`src/rtl/mips_ctrl_pkg.sv`:
```
// Control encodings shared by the multicycle MIPS datapath, main control FSM and ALU control decoder.
package mips_ctrl_pkg;
    localparam int OP_W    = 6;
    localparam int STATE_W = 4;

    localparam logic [OP_W-1:0] OP_RTYPE = 6'b000000;
    localparam logic [OP_W-1:0] OP_J     = 6'b000010;
    localparam logic [OP_W-1:0] OP_JAL   = 6'b000011;
    localparam logic [OP_W-1:0] OP_BEQ   = 6'b000100;
    localparam logic [OP_W-1:0] OP_BNE   = 6'b000101;
    localparam logic [OP_W-1:0] OP_ADDI  = 6'b001000;
    localparam logic [OP_W-1:0] OP_ANDI  = 6'b001100;
    localparam logic [OP_W-1:0] OP_ORI   = 6'b001101;
    localparam logic [OP_W-1:0] OP_LUI   = 6'b001111;
    localparam logic [OP_W-1:0] OP_LW    = 6'b100011;
    localparam logic [OP_W-1:0] OP_SW    = 6'b101011;

    localparam logic [OP_W-1:0] ALUOP_ADD   = 6'b001000;
    localparam logic [OP_W-1:0] ALUOP_RTYPE = 6'b000000;

    typedef enum logic [STATE_W-1:0] {
        S_RESET   = 4'd0,
        S_FETCH   = 4'd1,
        S_DECODE  = 4'd2,
        S_EX_R    = 4'd3,
        S_EX_I    = 4'd4,
        S_EX_ADDR = 4'd5,
        S_EX_BR   = 4'd6,
        S_EX_J    = 4'd7,
        S_EX_JAL  = 4'd8,
        S_MEM_RD  = 4'd9,
        S_MEM_WR  = 4'd10,
        S_WB_R    = 4'd11,
        S_WB_I    = 4'd12,
        S_WB_MEM  = 4'd13,
        S_TRAP    = 4'd14
    } state_t;

    localparam logic [1:0] PC_SRC_ALU    = 2'd0;
    localparam logic [1:0] PC_SRC_ALUOUT = 2'd1;
    localparam logic [1:0] PC_SRC_JUMP   = 2'd2;
    localparam logic [1:0] PC_SRC_REGA   = 2'd3;

    localparam logic [1:0] REG_DST_RT = 2'd0;
    localparam logic [1:0] REG_DST_RD = 2'd1;
    localparam logic [1:0] REG_DST_RA = 2'd2;

    localparam logic [1:0] MEM_TO_REG_ALUOUT = 2'd0;
    localparam logic [1:0] MEM_TO_REG_MDR    = 2'd1;
    localparam logic [1:0] MEM_TO_REG_PC     = 2'd2;

    localparam logic [1:0] ALU_SRC_B_B      = 2'd0;
    localparam logic [1:0] ALU_SRC_B_FOUR   = 2'd1;
    localparam logic [1:0] ALU_SRC_B_IMM    = 2'd2;
    localparam logic [1:0] ALU_SRC_B_IMM_SH = 2'd3;

    typedef enum logic [3:0] {
        CLS_ILLEGAL = 4'd0,
        CLS_R       = 4'd1,
        CLS_I       = 4'd2,
        CLS_LW      = 4'd3,
        CLS_SW      = 4'd4,
        CLS_BEQ     = 4'd5,
        CLS_BNE     = 4'd6,
        CLS_J       = 4'd7,
        CLS_JAL     = 4'd8
    } op_class_t;
endpackage

```
`src/rtl/mc_opcode_class.sv`:
```
// Combinational opcode -> instruction-class decode used by the main control FSM.
module mc_opcode_class
    import mips_ctrl_pkg::*;
(
    input  logic [OP_W-1:0] opcode_i,
    output op_class_t       op_class_o
);

    // Map each supported opcode to its class; anything else is illegal
    always_comb begin
        case (opcode_i)
            OP_RTYPE:                      op_class_o = CLS_R;
            OP_ADDI, OP_ANDI, OP_ORI, OP_LUI: op_class_o = CLS_I;
            OP_LW:                         op_class_o = CLS_LW;
            OP_SW:                         op_class_o = CLS_SW;
            OP_BEQ:                        op_class_o = CLS_BEQ;
            OP_BNE:                        op_class_o = CLS_BNE;
            OP_J:                          op_class_o = CLS_J;
            OP_JAL:                        op_class_o = CLS_JAL;
            default:                       op_class_o = CLS_ILLEGAL;
        endcase
    end

endmodule

```
`src/rtl/multicycle_main_control.sv`:
```
// Main control FSM of the multicycle MIPS core. Define ILLEGAL_TRAP_EN to halt in S_TRAP
// (with illegal_op output) on an illegal opcode instead of treating it as a NOP.
module multicycle_main_control
    import mips_ctrl_pkg::*;
(
    input  logic            clk,
    input  logic            reset,
    input  logic [OP_W-1:0] opcode,
    input  logic            zero,
    input  logic            jr_flag,
    input  logic            mem_ready,
    output logic [OP_W-1:0] alu_op,
    output logic            alu_src_a,
    output logic [1:0]      alu_src_b,
    output logic            i_or_d,
    output logic            mem_read,
    output logic            mem_write,
    output logic            ir_write,
    output logic            reg_write,
    output logic            pc_write,
    output logic [1:0]      pc_src,
    output logic [1:0]      reg_dst,
    output logic [1:0]      mem_to_reg,
    output logic            instr_done
`ifdef ILLEGAL_TRAP_EN
    ,
    output logic            illegal_op
`endif
);

    state_t    state_q;
    state_t    state_d;
    op_class_t op_class_s;

    mc_opcode_class u_opcode_class (
        .opcode_i   (opcode),
        .op_class_o (op_class_s)
    );

    // Next-state selection
    always_comb begin
        state_d = state_q;
        case (state_q)
            S_RESET:  state_d = S_FETCH;
            S_FETCH: begin
                if (mem_ready) state_d = S_DECODE;
                else           state_d = S_FETCH;
            end
            S_DECODE: begin
                case (op_class_s)
                    CLS_R:          state_d = S_EX_R;
                    CLS_I:          state_d = S_EX_I;
                    CLS_LW, CLS_SW: state_d = S_EX_ADDR;
                    CLS_BEQ, CLS_BNE: state_d = S_EX_BR;
                    CLS_J:          state_d = S_EX_J;
                    CLS_JAL:        state_d = S_EX_JAL;
`ifdef ILLEGAL_TRAP_EN
                    default:        state_d = S_TRAP;
`else
                    default:        state_d = S_FETCH;
`endif
                endcase
            end
            S_EX_R: begin
                if (jr_flag) state_d = S_FETCH;
                else         state_d = S_WB_R;
            end
            S_EX_I:   state_d = S_WB_I;
            S_EX_ADDR: begin
                if (op_class_s == CLS_LW) state_d = S_MEM_RD;
                else                      state_d = S_MEM_WR;
            end
            S_EX_BR, S_EX_J, S_EX_JAL: state_d = S_FETCH;
            S_MEM_RD: begin
                if (mem_ready) state_d = S_WB_MEM;
                else           state_d = S_MEM_RD;
            end
            S_MEM_WR: begin
                if (mem_ready) state_d = S_FETCH;
                else           state_d = S_MEM_WR;
            end
            S_WB_R, S_WB_I, S_WB_MEM: state_d = S_FETCH;
`ifdef ILLEGAL_TRAP_EN
            S_TRAP:   state_d = S_TRAP;
`endif
            default:  state_d = S_RESET;
        endcase
    end

    // State register; reset clears it immediately so every output drops without a clock edge
    always_ff @(posedge clk or negedge reset) begin
        if (!reset) state_q <= S_RESET;
        else        state_q <= state_d;
    end

    // Moore decode of state, plus the input-qualified pc_write/ir_write/instr_done
    always_comb begin
        alu_op     = ALUOP_RTYPE;
        alu_src_a  = 1'b0;
        alu_src_b  = ALU_SRC_B_B;
        i_or_d     = 1'b0;
        mem_read   = 1'b0;
        mem_write  = 1'b0;
        ir_write   = 1'b0;
        reg_write  = 1'b0;
        pc_write   = 1'b0;
        pc_src     = PC_SRC_ALU;
        reg_dst    = REG_DST_RT;
        mem_to_reg = MEM_TO_REG_ALUOUT;
        instr_done = 1'b0;
        case (state_q)
            S_FETCH: begin
                mem_read  = 1'b1;
                alu_src_b = ALU_SRC_B_FOUR;
                alu_op    = ALUOP_ADD;
                ir_write  = mem_ready;
                pc_write  = mem_ready;
            end
            S_DECODE: begin
                alu_src_b = ALU_SRC_B_IMM_SH;
                alu_op    = ALUOP_ADD;
`ifdef ILLEGAL_TRAP_EN
                instr_done = 1'b0;
`else
                instr_done = (op_class_s == CLS_ILLEGAL);
`endif
            end
            S_EX_R: begin
                alu_src_a = 1'b1;
                if (jr_flag) begin
                    pc_write   = 1'b1;
                    pc_src     = PC_SRC_REGA;
                    instr_done = 1'b1;
                end else begin
                    pc_write   = 1'b0;
                end
            end
            S_EX_I, S_EX_ADDR: begin
                alu_op    = opcode;
                alu_src_a = 1'b1;
                alu_src_b = ALU_SRC_B_IMM;
            end
            S_EX_BR: begin
                alu_op     = opcode;
                alu_src_a  = 1'b1;
                pc_src     = PC_SRC_ALUOUT;
                pc_write   = (op_class_s == CLS_BNE) ? ~zero : zero;
                instr_done = 1'b1;
            end
            S_EX_J: begin
                pc_write   = 1'b1;
                pc_src     = PC_SRC_JUMP;
                instr_done = 1'b1;
            end
            S_EX_JAL: begin
                pc_write   = 1'b1;
                pc_src     = PC_SRC_JUMP;
                reg_write  = 1'b1;
                reg_dst    = REG_DST_RA;
                mem_to_reg = MEM_TO_REG_PC;
                instr_done = 1'b1;
            end
            S_MEM_RD: begin
                i_or_d   = 1'b1;
                mem_read = 1'b1;
            end
            S_MEM_WR: begin
                i_or_d     = 1'b1;
                mem_write  = 1'b1;
                instr_done = mem_ready;
            end
            S_WB_R: begin
                reg_write  = 1'b1;
                reg_dst    = REG_DST_RD;
                instr_done = 1'b1;
            end
            S_WB_I: begin
                reg_write  = 1'b1;
                instr_done = 1'b1;
            end
            S_WB_MEM: begin
                reg_write  = 1'b1;
                mem_to_reg = MEM_TO_REG_MDR;
                instr_done = 1'b1;
            end
            default: begin
                instr_done = 1'b0;
            end
        endcase
    end

`ifdef ILLEGAL_TRAP_EN
    assign illegal_op = (state_q == S_TRAP);
`endif

endmodule

```
`config.mk`:
```
export PLATFORM = sky130hd
export DESIGN_NAME = multicycle_main_control
export DESIGN_NICKNAME = d
export VERILOG_FILES = /design/src/rtl/mips_ctrl_pkg.sv /design/src/rtl/mc_opcode_class.sv /design/src/rtl/multicycle_main_control.sv
export SDC_FILE = /design/constraint.sdc
export NUM_CORES = 1
export LEC_CHECK = 0
export BUFFER_PORTS_ARGS = -buffer_cell sky130_fd_sc_hd__clkbuf_2
export CAP_MARGIN = 0
export CELL_PAD_IN_SITES_DETAIL_PLACEMENT = 1
export CELL_PAD_IN_SITES_GLOBAL_PLACEMENT = 1
export CORE_ASPECT_RATIO = 0.7
export CORE_MARGIN = 5
export CORE_UTILIZATION = 35
export DETAILED_ROUTE_END_ITERATION = 10
export GPL_ROUTABILITY_DRIVEN = 0
export GPL_TIMING_DRIVEN = 0
export PLACE_DENSITY_LB_ADDON = 0.15
export SYNTH_ARGS = -nofsm -noshare
export SYNTH_HDL_FRONTEND = slang
export SYNTH_SLANG_ARGS = --single-unit
```
`constraint.sdc`:
```
create_clock -name clk -period 5.6 [get_ports clk]
set_input_delay 0.56 -clock clk [delete_from_list [all_inputs] [get_ports clk]]
set_output_delay 0.56 -clock clk [all_outputs]
set_load 0.02 [all_outputs]
```
==> summary.txt, run 1 <==
Instance count of the mapped netlist - 133
Total setup buffers inserted after CTS - 0
Measured slew at the worst slew-check pin - 0.4778 ns
Per-cell routed wire length - 14.62 um
Max-slew violation count - 0
Maximum fanout count along the critical path - 10
Post-route DRC - 0
Hold Fails Final Rpt - 0
Element type at the critical path start - primary input
Post-detailed-route via-to-cell ratio - 5.291
Area growth from synthesis to final layout - 24.67%
Post-Route Hold Slack - 0.1226 ns
Portion of the clock cycle consumed by the worst path in the final layout - 55.39%
Register with the most flip-flops - state_q
Ports placed on the boundary - 33
Largest clock skew in the final design - 0.001427 ns
Setup TNS Final - 0 ns
TritonCTS Buffers - 3
Clock network power share - 8.0%
Wire length of the first global-routing pass - 4.588 mm
Fraction of registers with async set or reset after synthesis - 100.0%
Registers with the most flip-flops - state_q (4)
Die Span X - 68.98 um
Initial cell density of the core - 35.47%
Number of placement rows - 15
Root Driver - clkbuf_4
Number of levels the H-tree was split into - 1
Share of power burned in combinational logic - 81.7%
Number of max-cap violations - 0
Cell Pwr Density - 414.8 nW/um^2
Number of nets produced by synthesis - 147
Sink count of the clock tree - 4
Setup crit end kind - primary output
Filler cell count in the final layout - 355
Clock transition time at the flip-flop clock pins of the worst setup and hold paths - 0.04 ns
Synth Area per Inst - 6.407 sq um
Number of design-rule violations left by the first detailed-router iteration - 64
Seq/Total Area, Yosys - 11.75%
Number of detailed-routing iterations run before antenna repair - 6
CTS tree - yes
Portion of total power attributed to sequential cells - 10.3%
Net load switching power - 253.8 uW
Upper clock frequency limit - 322.4 MHz
CP arrival - 2.54 ns
Final setup viols - 0
Worst min path class - in2async
Height of the die - 51.28 um
Bufs on Longest Clock Path - 2
RR Endpoint - state_q[3]$_DFF_PN0_
Initial antenna violation count - 0
# nets final - 181
GR Overflow Total - 0
Run status - completed
Port bufs - 29
Largest net degree at the start of global routing - 11
Count of cells resized by post-cts repair - 0
Unrepaired setup endpoints after global routing - false
Half-perimeter wire length of the detailed placement result - 2.383 mm
Required time at the endpoint of the critical path - 5.04 ns
Unique cell type count in the Yosys netlist - 39
Number of flip-flops under the largest register name - 4
Via count - 1053
Detail Route Antenna Nets - 0
Share of post-route cells with drive strength above 1 - 24.85%
Switching part of the total power - 57.59%
EDFF count, synth - 0
Sum of routed wire length over all layers - 2.909 mm
Global router's overall resource usage - 16.88%
VDD IR max - 0.2535 mV
Vias in the first global route - 973
Area of the core region - 2402 sq um
Yosys warning count - 0
P_leak - 0.0005193 uW
# diodes - 0
Flip-flop cell with the highest count after synthesis - dfrtp_1
R2r setup slk - 3.93 ns
Count of hold buffers inserted by post-cts repair - 0
Depth of the worst register-to-register path - 5
DIE AREA - 3537 sq um
Internal portion of total power - 186.9 uW
Max-slew headroom at the worst pin - 68.15%
Worst R2R Start - state_q[2]$_DFF_PN0_
Clock period minus final worst setup slack - 3.102 ns
Combined area of all synthesized cells - 852.1 sq um
Number of flip-flops and latches in the synthesized netlist - 4
Utilization of the core after routing - 44.22%
Latest clock arrival within the worst-skew pair - 0.23 ns
Worst Path Class, Setup - in2out
## layout by cell type (no fill, tap or decap), types with 3 or more instances in the layout
cell      netlist  routed
clkbuf_4        0       3
and2_1          6       6
nor3_1          8       8
ha_1            3       3
dfrtp_1         4       4
nand2b_1        5       5
o22ai_1         3       3
mux2i_1         3       3
nand3_1         5       5
inv_1          10      10
nor2b_1         6       6
a21o_1          3       3
nor2_1         17      17
a21oi_1         9       9
o21ai_0         7       7
clkbuf_1        8       8
nand2_1         8       8
clkbuf_2        1      30
## final cells by class
cell class	instances	area [sq um]	area share [%]
multi-input combinational	107	655.6	61.72
timing repair buffer	29	145.1	13.66
sequential	4	100.1	9.423
buffer	12	58.81	5.536
tap	34	42.54	4.005
inverter	10	37.54	3.534
clock buffer	3	22.52	2.120
## how the worst max path moves through the flow
stage / slack, ns / from / cells past startpoint / end
after floorplan: 2.85 / opcode[2] / 10 / pc_write
after global placement: 2.56 / opcode[0] / 11 / pc_write
after detailed placement: 2.53 / opcode[0] / 11 / pc_write
after CTS: 2.52 / opcode[0] / 11 / pc_write
after global routing: 2.33 / opcode[0] / 11 / pc_write
final: 2.50 / opcode[0] / 11 / pc_write
## power groups by stage
stage          Clock, uW  Sequential, uW  Combinational (uW)
6_report            35.1            45.6                 360
5_1_grt             40.6            46.5                 396
4_1_cts             36.7            45.4                 363
3_5_place_dp           0            45.7                 362
3_3_place_gp           0            45.6                 350
2_1_floorplan          0            44.3                 255
## logic make-up (layout without fill, tap and decap cells)
| group | after synthesis | count (layout) | synth area share [%] |
|---|---|---|---|
| multiplexers | 4 | 4 | 4.846 |
| adder cells (fa/ha/maj) | 3 | 3 | 4.406 |
| buffers and inverters | 22 | 54 | 11.31 |
| XOR/XNOR | 1 | 1 | 1.028 |
| AND/OR/NAND/NOR | 64 | 64 | 38.47 |
| AO/OA/AOI/OAI | 35 | 35 | 28.19 |
| flip-flops | 4 | 4 | 11.75 |
## worst max-delay path: stages
cell and delay, ns:
clkbuf_2 0.08, clkbuf_1 0.29, o211ai_1 0.16, a21oi_1 0.17
o21ai_0 0.16, inv_1 0.11, ha_1 0.16, inv_1 0.05
or4b_1 0.51, nand3_1 0.10, clkbuf_2 0.17
## metal layers
layer / track usage, % / vias to the layer above / part of all wire (%)
li1: - / 531 / -
met3: 1.758 / 4 / 4.4
met2: 25.63 / 27 / 45
met1: 24.67 / 491 / 49
met4: 5.178 / 0 / 1.4
met5: 0 / - / 0
## cells in the mapped netlist, types with 3 or more instances
| library cell | instances | share of area, % |
|---|---|---|
| a21o_1 | 3 | 2.6 |
| a21oi_1 | 9 | 5.3 |
| and2_1 | 6 | 4.4 |
| clkbuf_1 | 8 | 3.5 |
| dfrtp_1 | 4 | 12 |
| ha_1 | 3 | 4.4 |
| inv_1 | 10 | 4.4 |
| mux2i_1 | 3 | 3.5 |
| nand2_1 | 8 | 3.5 |
| nand2b_1 | 5 | 3.7 |
| nand3_1 | 5 | 2.9 |
| nor2_1 | 17 | 7.5 |
| nor2b_1 | 6 | 4.4 |
| nor3_1 | 8 | 4.7 |
| o21ai_0 | 7 | 4.1 |
| o22ai_1 | 3 | 2.2 |
## through the flow
step                      setup WS (ns)  cells  power [uW]  area [sq um]
after global routing              2.327    199       482.9          1062
after detailed placement          2.528    196       408.1          1040
after floorplan                   2.847    133       298.9         852.1
after CTS                         2.518    199       445.3          1062
final                             2.498    199       440.6          1062
after global placement            2.561    196       396.0          1040
Power figures use the tool's default switching activity.
==> run 2, diff against run 1 <==
Settings changed: CORE_UTILIZATION 35 to 32.
Clock period 5.6 ns to 2.9 ns, I/O delays scaled along.
==> run 2 against run 1 <==
Compared with the run above:
- first-iteration DRC count down 16%
- largest cell class unchanged
- flip-flop and latch count unchanged
- largest power group unchanged
- sequential power up 97%
- critical path type unchanged
- critical path depth up 1
- worst setup slack worse by 2.1 ns
- highest routed layer unchanged
- via count up 2.5%
- clock-buffer cell count unchanged
- cell count up 0.50%
==> summary.txt, run 2 (same netlist as run 1, synthesis figures left out) <==
# nets final - 182
Required time at the endpoint of the critical path - 2.61 ns
Via count - 1079
Unrepaired setup endpoints after global routing - false
Hold Fails Final Rpt - 0
Cells traversed along the worst timing path - clkbuf_2 -> clkbuf_1 -> inv_1 -> o21ai_0 -> a21oi_1 -> o21ai_0 -> inv_1 -> ha_1 -> inv_1 -> or4b_1 -> nand3_1 -> clkbuf_2
Setup crit end kind - primary output
Ports placed on the boundary - 33
Post-detailed-route via-to-cell ratio - 5.395
GR Overflow Total - 0
Setup TNS Final - 0 ns
Half-perimeter wire length of the detailed placement result - 2.399 mm
Port bufs - 29
Registers with the most flip-flops - state_q (4)
Final setup viols - 0
Library cell contributing the largest single delay on the critical path - or4b_1
Number of flip-flops under the largest register name - 4
Initial antenna violation count - 0
Sink count of the clock tree - 4
Die Span X - 71.68 um
CTS tree - yes
Upper clock frequency limit - 395.7 MHz
Crit-path leading delay family - buffers and inverters
P_leak - 0.0005313 uW
Wire length of the first global-routing pass - 5.126 mm
VDD IR max - 0.3504 mV
Number of levels the H-tree was split into - 1
Worst min path class - in2async
Cell Pwr Density - 829.6 nW/um^2
Clock transition time at the flip-flop clock pins of the worst setup and hold paths - 0.03 ns
CP arrival - 2.24 ns
Buffering stage count on the worst path with inverters included - 6
RR Endpoint - state_q[0]$_DFF_PN0_
Measured slew at the worst slew-check pin - 0.4702 ns
Root Driver - clkbuf_8
Post-Route Hold Slack - 0.4133 ns
Maximum cell stage delay along the critical path - 0.52 ns
Filler cell count in the final layout - 357
Run status - completed
TritonCTS Buffers - 3
Maximum fanout count along the critical path - 10
Most frequent cells in the layout - clkbuf_2, nor2_1, inv_1
Portion of the clock cycle consumed by the worst path in the final layout - 87.14%
Max-slew headroom at the worst pin - 68.65%
Area growth from synthesis to final layout - 28.05%
Element type at the critical path start - primary input
Count of cells resized by post-cts repair - 0
Number of placement rows - 15
Bufs on Longest Clock Path - 2
Post-route DRC - 0
Commonest non-fill, non-tap cell in the layout - clkbuf_2
Register with the most flip-flops - state_q
Global router's overall resource usage - 17.43%
Area taken by flip-flops and latches - 100.1 sq um
Vias in the first global route - 1044
Area of the core region - 2496 sq um
CP dominant cell by count - inv_1
Largest clock skew in the final design - 0.001505 ns
Max-slew violation count - 0
R2r setup slk - 1.23 ns
Depth of the worst register-to-register path - 5
Worst Path Class, Setup - in2out
Sum of routed wire length over all layers - 3.003 mm
Utilization of the core after routing - 43.71%
Height of the die - 53.18 um
Area of the multi-input gates - 655.6 sq um
Initial cell density of the core - 34.14%
Share of post-route cells with drive strength above 1 - 24.70%
Per-cell routed wire length - 15.02 um
Number of detailed-routing iterations run before antenna repair - 4
Clock period minus final worst setup slack - 2.527 ns
Worst R2R Start - state_q[3]$_DFF_PN0_
Latest clock arrival within the worst-skew pair - 0.22 ns
# diodes - 0
Number of design-rule violations left by the first detailed-router iteration - 54
DIE AREA - 3811 sq um
Largest net degree at the start of global routing - 11
Number of max-cap violations - 0
Detail Route Antenna Nets - 0
run 2: changes by cell type in the layout (fill, tap and decap cells not counted), sizes merged:
cell,delta
dlygate4sd3,+1
run 2: how the worst max path moves through the flow:
stage                     slack (ns)  depth (start not counted)        to       from
after global routing            0.11                         11  pc_write  opcode[0]
final                           0.37                         12  pc_write  opcode[0]
after CTS                       0.36                         12  pc_write  opcode[0]
after detailed placement        0.38                         12  pc_write  opcode[0]
after floorplan                 0.69                         10  pc_write  opcode[2]
after global placement          0.43                         12  pc_write  opcode[0]
run 2: worst reg2reg max path, cell delays in order (launching register included):
cell	delay, ns
dfrtp_1	0.44
clkbuf_1	0.27
a211oi_1	0.26
o22ai_1	0.15
a41o_2	0.26
a21o_1	0.17
run 2: what timing repair did:
action,CTS,global route
hold endpoints to repair,4,0
buffers inserted,0,0
hold buffers,1,0
setup endpoints to repair,0,0
run 2: through the flow:
| stage | setup WS (ns) | total power (uW) | cell area [sq um] | instances |
|---|---|---|---|---|
| after floorplan | 0.6869 | 577.2 | 852.1 | 133 |
| after global placement | 0.4250 | 777.2 | 1040 | 196 |
| after detailed placement | 0.3761 | 788.2 | 1040 | 196 |
| after CTS | 0.3576 | 912.8 | 1091 | 200 |
| after global routing | 0.1056 | 985.5 | 1091 | 200 |
| final | 0.3729 | 905.2 | 1091 | 200 |
run 2: area by class of cell:
| class | instances | share of cell area [%] |
|---|---|---|
| well taps | 34 | 3.899 |
| multi-input cells | 107 | 60.09 |
| flip-flops and latches | 4 | 9.174 |
| plain buffers | 12 | 5.390 |
| clock buffers | 3 | 3.784 |
| inverters | 10 | 3.440 |
| repair buffers | 30 | 14.22 |
run 2: where the power goes:
part | total [uW] | internal [uW] | switching (uW) | leakage [uW]
registers | 90.0 | 76.8 | 13.2 | 0.0000507
logic | 700 | 239 | 461 | 0.000459
clock network | 115 | 88.3 | 26.6 | 0.0000216
run 2: routing by layer:
| metal | wire length, um | share of wire, % | track usage [%] |
|---|---|---|---|
| met4 | 26 | 0.87 | 5.625 |
| met5 | 0 | 0 | 0 |
| met1 | 1598 | 53 | 25.53 |
| met2 | 1244 | 41 | 26.22 |
| met3 | 134 | 4.5 | 2.087 |
